### src/rtl/wb_mem_master_bridge.sv
// Level-style MEM-stage request to Wishbone B4 classic single-word master bridge.
// Latency: request sampled in IDLE -> stb next cycle; mem_ack one cycle after ack/err/timeout.
// Backpressure: one outstanding cycle; requests are not sampled again until the bridge is back in IDLE.
//
// Ports:
//   clk, rst            : clock, synchronous active-high reset
//   mem_read/mem_write  : level requests (write wins when both are set)
//   mem_addr/mem_wdata  : word address (bits [1:0] ignored), write data
//   mem_rdata/mem_ack   : registered read data, one-cycle completion pulse
//   bus_err             : pulses with mem_ack when ended by wb_err_i or timeout
//   wb_*                : Wishbone master side, all outputs registered
module wb_mem_master_bridge #(
  parameter int unsigned TIMEOUT_CYCLES = 255,
  parameter bit          TIMEOUT_EN     = 1'b1
) (
  input  logic        clk,
  input  logic        rst,
  input  logic [1:0]  mem_read,
  input  logic        mem_write,
  input  logic [31:0] mem_addr,
  input  logic [31:0] mem_wdata,
  output logic [31:0] mem_rdata,
  output logic        mem_ack,
  output logic        bus_err,
  output logic        wb_cyc_o,
  output logic        wb_stb_o,
  output logic        wb_we_o,
  output logic [31:0] wb_adr_o,
  output logic [31:0] wb_dat_o,
  output logic [3:0]  wb_sel_o,
  input  logic [31:0] wb_dat_i,
  input  logic        wb_ack_i,
  input  logic        wb_err_i
);

  localparam int unsigned CW = (TIMEOUT_CYCLES > 1) ? $clog2(TIMEOUT_CYCLES) : 1;
  localparam logic [CW-1:0] TMO_LAST = CW'(TIMEOUT_CYCLES - 1);

  typedef enum logic [1:0] {IDLE, BUS, DONE} state_t;

  state_t        state, state_nxt;
  logic [CW-1:0] tmo_cnt, tmo_cnt_nxt;
  logic [31:0]   mem_rdata_nxt, wb_adr_nxt, wb_dat_nxt;
  logic [3:0]    wb_sel_nxt;
  logic          mem_ack_nxt, bus_err_nxt, wb_cyc_nxt, wb_stb_nxt, wb_we_nxt;
  logic          tmo_hit, term_err;

  // Byte offset is meaningless for word-only accesses.
  logic unused_addr_lsb;
  assign unused_addr_lsb = ^mem_addr[1:0];

  assign tmo_hit  = TIMEOUT_EN && (tmo_cnt == TMO_LAST);
  // Err beats ack; a timeout only counts when the slave did not respond.
  assign term_err = wb_err_i || (!wb_ack_i && tmo_hit);

  always_ff @(posedge clk) begin
    if (rst) begin
      state     <= IDLE;
      tmo_cnt   <= '0;
      mem_rdata <= '0;
      mem_ack   <= 1'b0;
      bus_err   <= 1'b0;
      wb_cyc_o  <= 1'b0;
      wb_stb_o  <= 1'b0;
      wb_we_o   <= 1'b0;
      wb_adr_o  <= '0;
      wb_dat_o  <= '0;
      wb_sel_o  <= '0;
    end else begin
      state     <= state_nxt;
      tmo_cnt   <= tmo_cnt_nxt;
      mem_rdata <= mem_rdata_nxt;
      mem_ack   <= mem_ack_nxt;
      bus_err   <= bus_err_nxt;
      wb_cyc_o  <= wb_cyc_nxt;
      wb_stb_o  <= wb_stb_nxt;
      wb_we_o   <= wb_we_nxt;
      wb_adr_o  <= wb_adr_nxt;
      wb_dat_o  <= wb_dat_nxt;
      wb_sel_o  <= wb_sel_nxt;
    end
  end

  always_comb begin
    state_nxt     = state;
    tmo_cnt_nxt   = tmo_cnt;
    mem_rdata_nxt = mem_rdata;
    mem_ack_nxt   = 1'b0;
    bus_err_nxt   = 1'b0;
    wb_cyc_nxt    = wb_cyc_o;
    wb_stb_nxt    = wb_stb_o;
    wb_we_nxt     = wb_we_o;
    wb_adr_nxt    = wb_adr_o;
    wb_dat_nxt    = wb_dat_o;
    wb_sel_nxt    = wb_sel_o;

    case (state)
      IDLE: begin
        if (mem_write || (mem_read != 2'b00)) begin
          wb_cyc_nxt  = 1'b1;
          wb_stb_nxt  = 1'b1;
          wb_we_nxt   = mem_write;
          wb_adr_nxt  = {mem_addr[31:2], 2'b00};
          wb_dat_nxt  = mem_wdata;
          wb_sel_nxt  = 4'hF;
          tmo_cnt_nxt = '0;
          state_nxt   = BUS;
        end
      end
      BUS: begin
        if (wb_ack_i || wb_err_i || tmo_hit) begin
          wb_cyc_nxt  = 1'b0;
          wb_stb_nxt  = 1'b0;
          mem_ack_nxt = 1'b1;
          bus_err_nxt = term_err;
          if (!wb_we_o) begin
            mem_rdata_nxt = term_err ? 32'h0 : wb_dat_i;
          end
          state_nxt = DONE;
        end else begin
          tmo_cnt_nxt = tmo_cnt + CW'(1);
        end
      end
      DONE: begin
        // Request lines are deliberately not looked at here so a held
        // request cannot launch back-to-back bus cycles.
        state_nxt = IDLE;
      end
      default: begin
        state_nxt = IDLE;
      end
    endcase
  end

endmodule

### config.mk
export PLATFORM = sky130hd
export DESIGN_NAME = wb_mem_master_bridge
export DESIGN_NICKNAME = d
export VERILOG_FILES = /design/src/rtl/wb_mem_master_bridge.sv
export SDC_FILE = /design/constraint.sdc
export NUM_CORES = 1
export LEC_CHECK = 0
export CORE_MARGIN = 2
export CORE_UTILIZATION = 42
export DETAILED_ROUTE_END_ITERATION = 6
export GPL_ROUTABILITY_DRIVEN = 0
export PLACE_DENSITY_LB_ADDON = 0.2
export SYNTH_ARGS = -nofsm -noshare
export SYNTH_HDL_FRONTEND = slang
export SYNTH_SLANG_ARGS = --single-unit
### constraint.sdc
create_clock -name clk -period 3.9 [get_ports clk]
set_input_delay 0.39 -clock clk [delete_from_list [all_inputs] [get_ports clk]]
set_output_delay 0.39 -clock clk [all_outputs]
set_load 0.02 [all_outputs]
==> key figures, run 1 <==
Logic synthesis
  – Post-synthesis sequential area ratio: 0.572
  – Cell Area, Synth: approximately 3800 um2
  – #FFs+latches synth: 109
  – Unique masters post-synth: 33
  – Post-synth EDFFs: 0
  – Syn_area_per_cell: 8.96 um2
  – Top cell type's share of synthesized area: 0.572
  – Async S/R FF share, synth: 0
  – Area leader, netlist: dfxtp_1
  – Top_reg_cell synth: dfxtp_1
  – Top post-synthesis cells by area: dfxtp_1 (57%), nand2_1 (12%), a21oi_1 (9.0%), a22o_1 (7.3%), clkbuf_1 (1.9%)
  – Most numerous cell in the Yosys netlist: nand2_1
  – Syn. warnings: 0
  – Gate Count Post-Synth: 426
  – Synth cell count leaders: nand2_1 (127), dfxtp_1 (109), a21oi_1 (69), a22o_1 (32), clkbuf_1 (19)

Clock network
  – Clk sinks: around 110
  – Cts hold-fix bufs: 0
  – Post-CTS Resized: 0
  – Clock Pin Slew Worst Setup and Hold Paths: around 110 ps
  – H-tree levels: 3
  – Post-CTS Setup Repair Bufs: 0
  – CTS tree: done
  – Worst-Skew Late Latency: 370 ps
  – TritonCTS buffer count: 9
  – Longest Clk Path Bufs: 2
  – CTS root buffer: clkbuf_8

Critical path
  – Largest fanout on the critical path: 37
  – Worst R2R Path Depth: 7
  – Slowest cell on crit path: nand2b_2
  – Worst stage delay on the critical path: 650 ps
  – Cells along the critical path: clkdlybuf4s50_1 -> nor3_1 -> nand2b_2 -> buf_4 -> nand2_1 -> a21oi_1
  – Worst Path Required: 4200 ps
  – Worst setup EP type: flop
  – CP arrival: about 2500 ps
  – Crit Path Category: input port to flop
  – CP startpoint kind: input port

Die
  – Die X: roughly 99 um
  – Boundary pin count: between 200 and 250
  – FP Rows: 34
  – Die area: 9870 um2
  – Core ar.: 8760 um2
  – Initial core utilization: 0.436
  – Die Y: 99.3 um

Power
  – PD cells: between 400 and 500 nW/um2
  – Static leakage: 2.29 nW
  – VDD IR max: 0.205 mV

Route
  – Residual DRC: 0
  – Routed len/inst: 14.7 um
  – Final WL: 10600 um
  – Antenna-violating nets left: 0
  – Vias: ~3700
  – Vias/cell: 5.07
  – Drt first pass iters: 5
  – DRT iter0 DRCs: 110

GRT
  – Initial antenna violation count: 0
  – Vias in the first global route: ~3500
  – Gr usage total: 0.210
  – Total congestion overflow: 0
  – First-pass GRT wire length: 16700 um
  – Pin count of the biggest net entering global routing: 72

Layout
  – Final Cell Area: 6060 um2
  – Diodes inserted: 0
  – Final #Nets: 715
  – Area delta synth->final: 58.7%
  – Share of layout cells above drive strength 1: 0.0423

Timing
  – FMAX: 457 MHz
  – Final Setup Violations: 0
  – RSZ-0062 raised after global routing: false
  – Post-Route Skew: 14.0 ps
  – Hold WS: 458 ps
  – Hold Violations, Final: 0
  – Post-route clock period utilization: 0.561
  – Final count of pins violating max slew: 0
  – Tmin final: 2190 ps
  – Max-slew headroom: 0.522
  – Worst Tran Pin Value: roughly 720 ps
  – Final TNS setup: 0 ps

Place
  – Placed cell area: around 5900 um2
  – Port bufs: approximately 200
  – Detailed Place HPWL: 7580 um

Min path
  – Worst Hold Depth: 2
  – HP Class: flop to flop

Status
  – Status: finished, final reports clean

Job
  – Maxcap violations: 0
flip-flops by register name, summed over array words and instances, names as in the netlist:
name	flops
bus_err	1
mem_ack	1
mem_rdata	32
state	2
tmo_cnt	8
wb_adr_o	30
wb_dat_o	32
wb_sel_o	1
wb_stb_o	1
wb_we_o	1
kinds of logic after synthesis:
logic type	synth area share
adder cells (fa/ha/maj)	0.00655
other	0.000982
AO/OA/AOI/OAI	0.206
AND/OR/NAND/NOR	0.165
buffers and inverters	0.0501
flip-flops	0.572
power breakdown:
part / switching, W / internal (W) / leakage (nW)
registers: 0.0000390 / 0.00119 / 0.893
logic: 0.000274 / 0.000263 / 1.30
clock network: 0.000383 / 0.000302 / 0.0931
total: 0.000697 / 0.00175 / 2.29
path summary, 6_finish.rpt:
check	start	to	slack (ps)
worst max-delay path	mem_write	wb_adr_o[26]	1710
worst min-delay path	wb_adr_o[30]	wb_adr_o[30]	460
worst max register to register	tmo_cnt[0]	mem_rdata[16]	1720
worst min register to register	wb_adr_o[30]	wb_adr_o[30]	460
cells in the final DEF (no fill, tap or decap), types with 3 or more instances in the layout:
| cell type | count |
|---|---|
| nand3_1 | 7 |
| a22o_1 | 32 |
| clkbuf_8 | 9 |
| dfxtp_1 | 109 |
| nand2_1 | 127 |
| nor2_1 | 9 |
| buf_4 | 5 |
| clkdlybuf4s50_1 | 202 |
| a41oi_1 | 3 |
| a31oi_1 | 5 |
| a21oi_1 | 69 |
| inv_1 | 4 |
through the flow:
stage | cells | utilization | setup slack, ps | total power (W)
4_1_cts | 723 | 0.691 | 1690 | 0.00248
2_1_floorplan | 427 | - | 2090 | 0.00151
5_1_grt | 723 | 0.691 | 1540 | 0.00256
3_5_place_dp | 707 | 0.669 | 1280 | 0.00179
3_3_place_gp | 707 | 0.669 | 1300 | 0.00178
6_report | 723 | 0.691 | 1710 | 0.00245
layout make-up:
type	count	area, um2
clock inverters	6	71.3
repair buffers	208	2060
flip-flops and latches	109	2180
inverters	4	15.0
multi-input cells	278	1460
fillers	708	2700
clock buffers	10	128
well taps	108	135
metal layers:
layer  part of all wire  global-route usage  vias to the layer above  wire length, um
met3               0.10              0.0787                       15             1120
met1               0.39               0.245                     1660             4180
met2               0.48               0.349                      178             5150
li1                   -                   -                     1811                -
met4              0.018              0.0896                        0              186
met5                  0                   0                        -                0
worst max-delay path: cells and delay by family:
| kind | cells | cell delay (ps) |
|---|---|---|
| AND/OR/NAND/NOR | 3 | 1050 |
| AO/OA/AOI/OAI | 1 | 170 |
| buffers and inverters | 2 | 870 |
(Power assumes the default switching activity.)
==> run 2, diff against run 1 <==
Settings changed: CORE_UTILIZATION 42 to 35.
Clock period 3.9 ns to 2 ns, I/O delays scaled along.
==> run 2 against run 1 <==
First-iteration DRC count up 55%. Clock skew down 0.56 ps. Worst hold slack worse by 130 ps. Die area up 19%. Global-route usage down 3.7 points. Critical path depth unchanged. Critical endpoint is now tmo_cnt[3]. Cell count up 5.4%.
==> key figures, run 2 (synthesis gave the netlist of run 1 again) <==
Power
  – VDD IR max: 0.353 mV
  – Static leakage: 2.35 nW
  – PD cells: just under 800 nW/um2

Layout
  – Top flop regs: mem_rdata x32, wb_dat_o x32, wb_adr_o x30
  – Highest-count cells in the layout ignoring fill and taps: clkdlybuf4s50_1 (202), nand2_1 (127), dfxtp_1 (109)
  – Final #Nets: 722
  – Diodes inserted: 0
  – Share of layout cells above drive strength 1: 0.0547
  – Area delta synth->final: 63.1%
  – Fin cells: roughly 760
  – Final Cell Area: 6220 um2
  – Most common cell after layout, fill and taps aside: clkdlybuf4s50_1
  – Fillcell total: 955

Route
  – Vias/cell: 4.85
  – Vias: 3694
  – Routed len/inst: 13.8 um
  – Residual DRC: 0
  – Antenna-violating nets left: 0
  – Drt first pass iters: 4
  – DRT iter0 DRCs: 170
  – Final WL: roughly 11000 um

Timing
  – RSZ-0062 raised after global routing: false
  – Final TNS setup: 0 ps
  – Final Worst Setup Slack: 117 ps
  – Post-Route Skew: 13.4 ps
  – FMAX: between 500 and 600 MHz
  – Final count of pins violating max slew: 0
  – Hold WS: 329 ps
  – Post-route clock period utilization: 0.941
  – Hold Violations, Final: 0
  – Final Setup Violations: 0
  – Tmin final: 1880 ps

Place
  – Post-place setup slack: 135 ps
  – Placed insts: roughly 750
  – Port bufs: 203
  – Detailed Place HPWL: 7460 um
  – Placed cell area: 6020 um2

Critical path
  – CP startpoint kind: flop
  – Worst setup EP type: flop
  – Crit Path Category: flop to flop
  – Worst Path Required: 2250 ps
  – CP arrival: 2140 ps
  – Largest fanout on the critical path: 8

GRT
  – First-pass GRT wire length: roughly 16000 um
  – Total congestion overflow: 0
  – Pin count of the biggest net entering global routing: 44
  – Initial antenna violation count: 1
  – Vias in the first global route: 3408
  – Gr usage total: 0.173

Clock network
  – H-tree levels: 3
  – Post-CTS Resized: 0
  – CTS tree: done
  – TritonCTS buffer count: 9
  – Longest Clk Path Bufs: 2
  – Post-CTS Setup Repair Bufs: 0
  – CTS root buffer: clkbuf_8
  – Worst-Skew Late Latency: 370 ps
  – Cts hold-fix bufs: 0
  – Clock Pin Slew Worst Setup and Hold Paths: 100 ps
  – Clk sinks: 109

Die
  – Die area: between 10000 and 15000 um2
  – Die Y: 108 um
  – Die X: 108 um
  – Boundary pin count: 208
  – Initial core utilization: 0.355
  – FP Rows: 38
  – Core ar.: 10700 um2

Min path
  – HP Class: input port to flop

Status
  – Status: finished, final reports clean

Job
  – Maxcap violations: 0
-- run 2: worst paths after layout --
path | startpoint | endpoint | slack [ps] | cells after the start
hold reg to reg | wb_dat_o[26] | wb_dat_o[26] | 460 | 2
hold / removal | rst | wb_we_o | 330 | 3
setup reg to reg | tmo_cnt[0] | tmo_cnt[3] | 120 | 6
setup / recovery | tmo_cnt[0] | tmo_cnt[3] | 120 | 6
-- run 2: area by class of cell --
cell class              instances  area (um2)  area share
clock buffers                  10         138      0.0221
clock inverters                 6        71.3      0.0115
inverters                       4        15.0     0.00241
multi-input cells             278        1460       0.235
flip-flops and latches        109        2180       0.351
well taps                     140         175      0.0281
repair buffers                215        2180       0.350
-- run 2: per-stage QoR --
stage / util / power, W
floorplan: - / 0.00294
global placement: 0.560 / 0.00352
detailed placement: 0.560 / 0.00354
CTS: 0.579 / 0.00494
global route: 0.579 / 0.00511
finish: 0.579 / 0.00486
-- run 2: power by group --
part	internal (W)	switching (W)	leakage (nW)
clock	0.000624	0.000753	0.104
sequential	0.00231	0.0000730	0.893
combinational	0.000554	0.000546	1.36
total	0.00349	0.00137	2.35
-- run 2: routing by layer --
metal / share of wire / up-vias / track usage
met5: 0.0012 / - / 0
met4: 0.021 / 2 / 0.0760
met3: 0.12 / 19 / 0.0772
met2: 0.44 / 165 / 0.271
met1: 0.42 / 1688 / 0.205
li1: - / 1820 / -
-- run 2: worst max-delay path: stages, from the launching register on --
cell and delay (ps):
dfxtp_1 340, inv_1 60, ha_1 180, and4_1 280, a2111o_1 550, nand3_1 240
a31oi_1 120
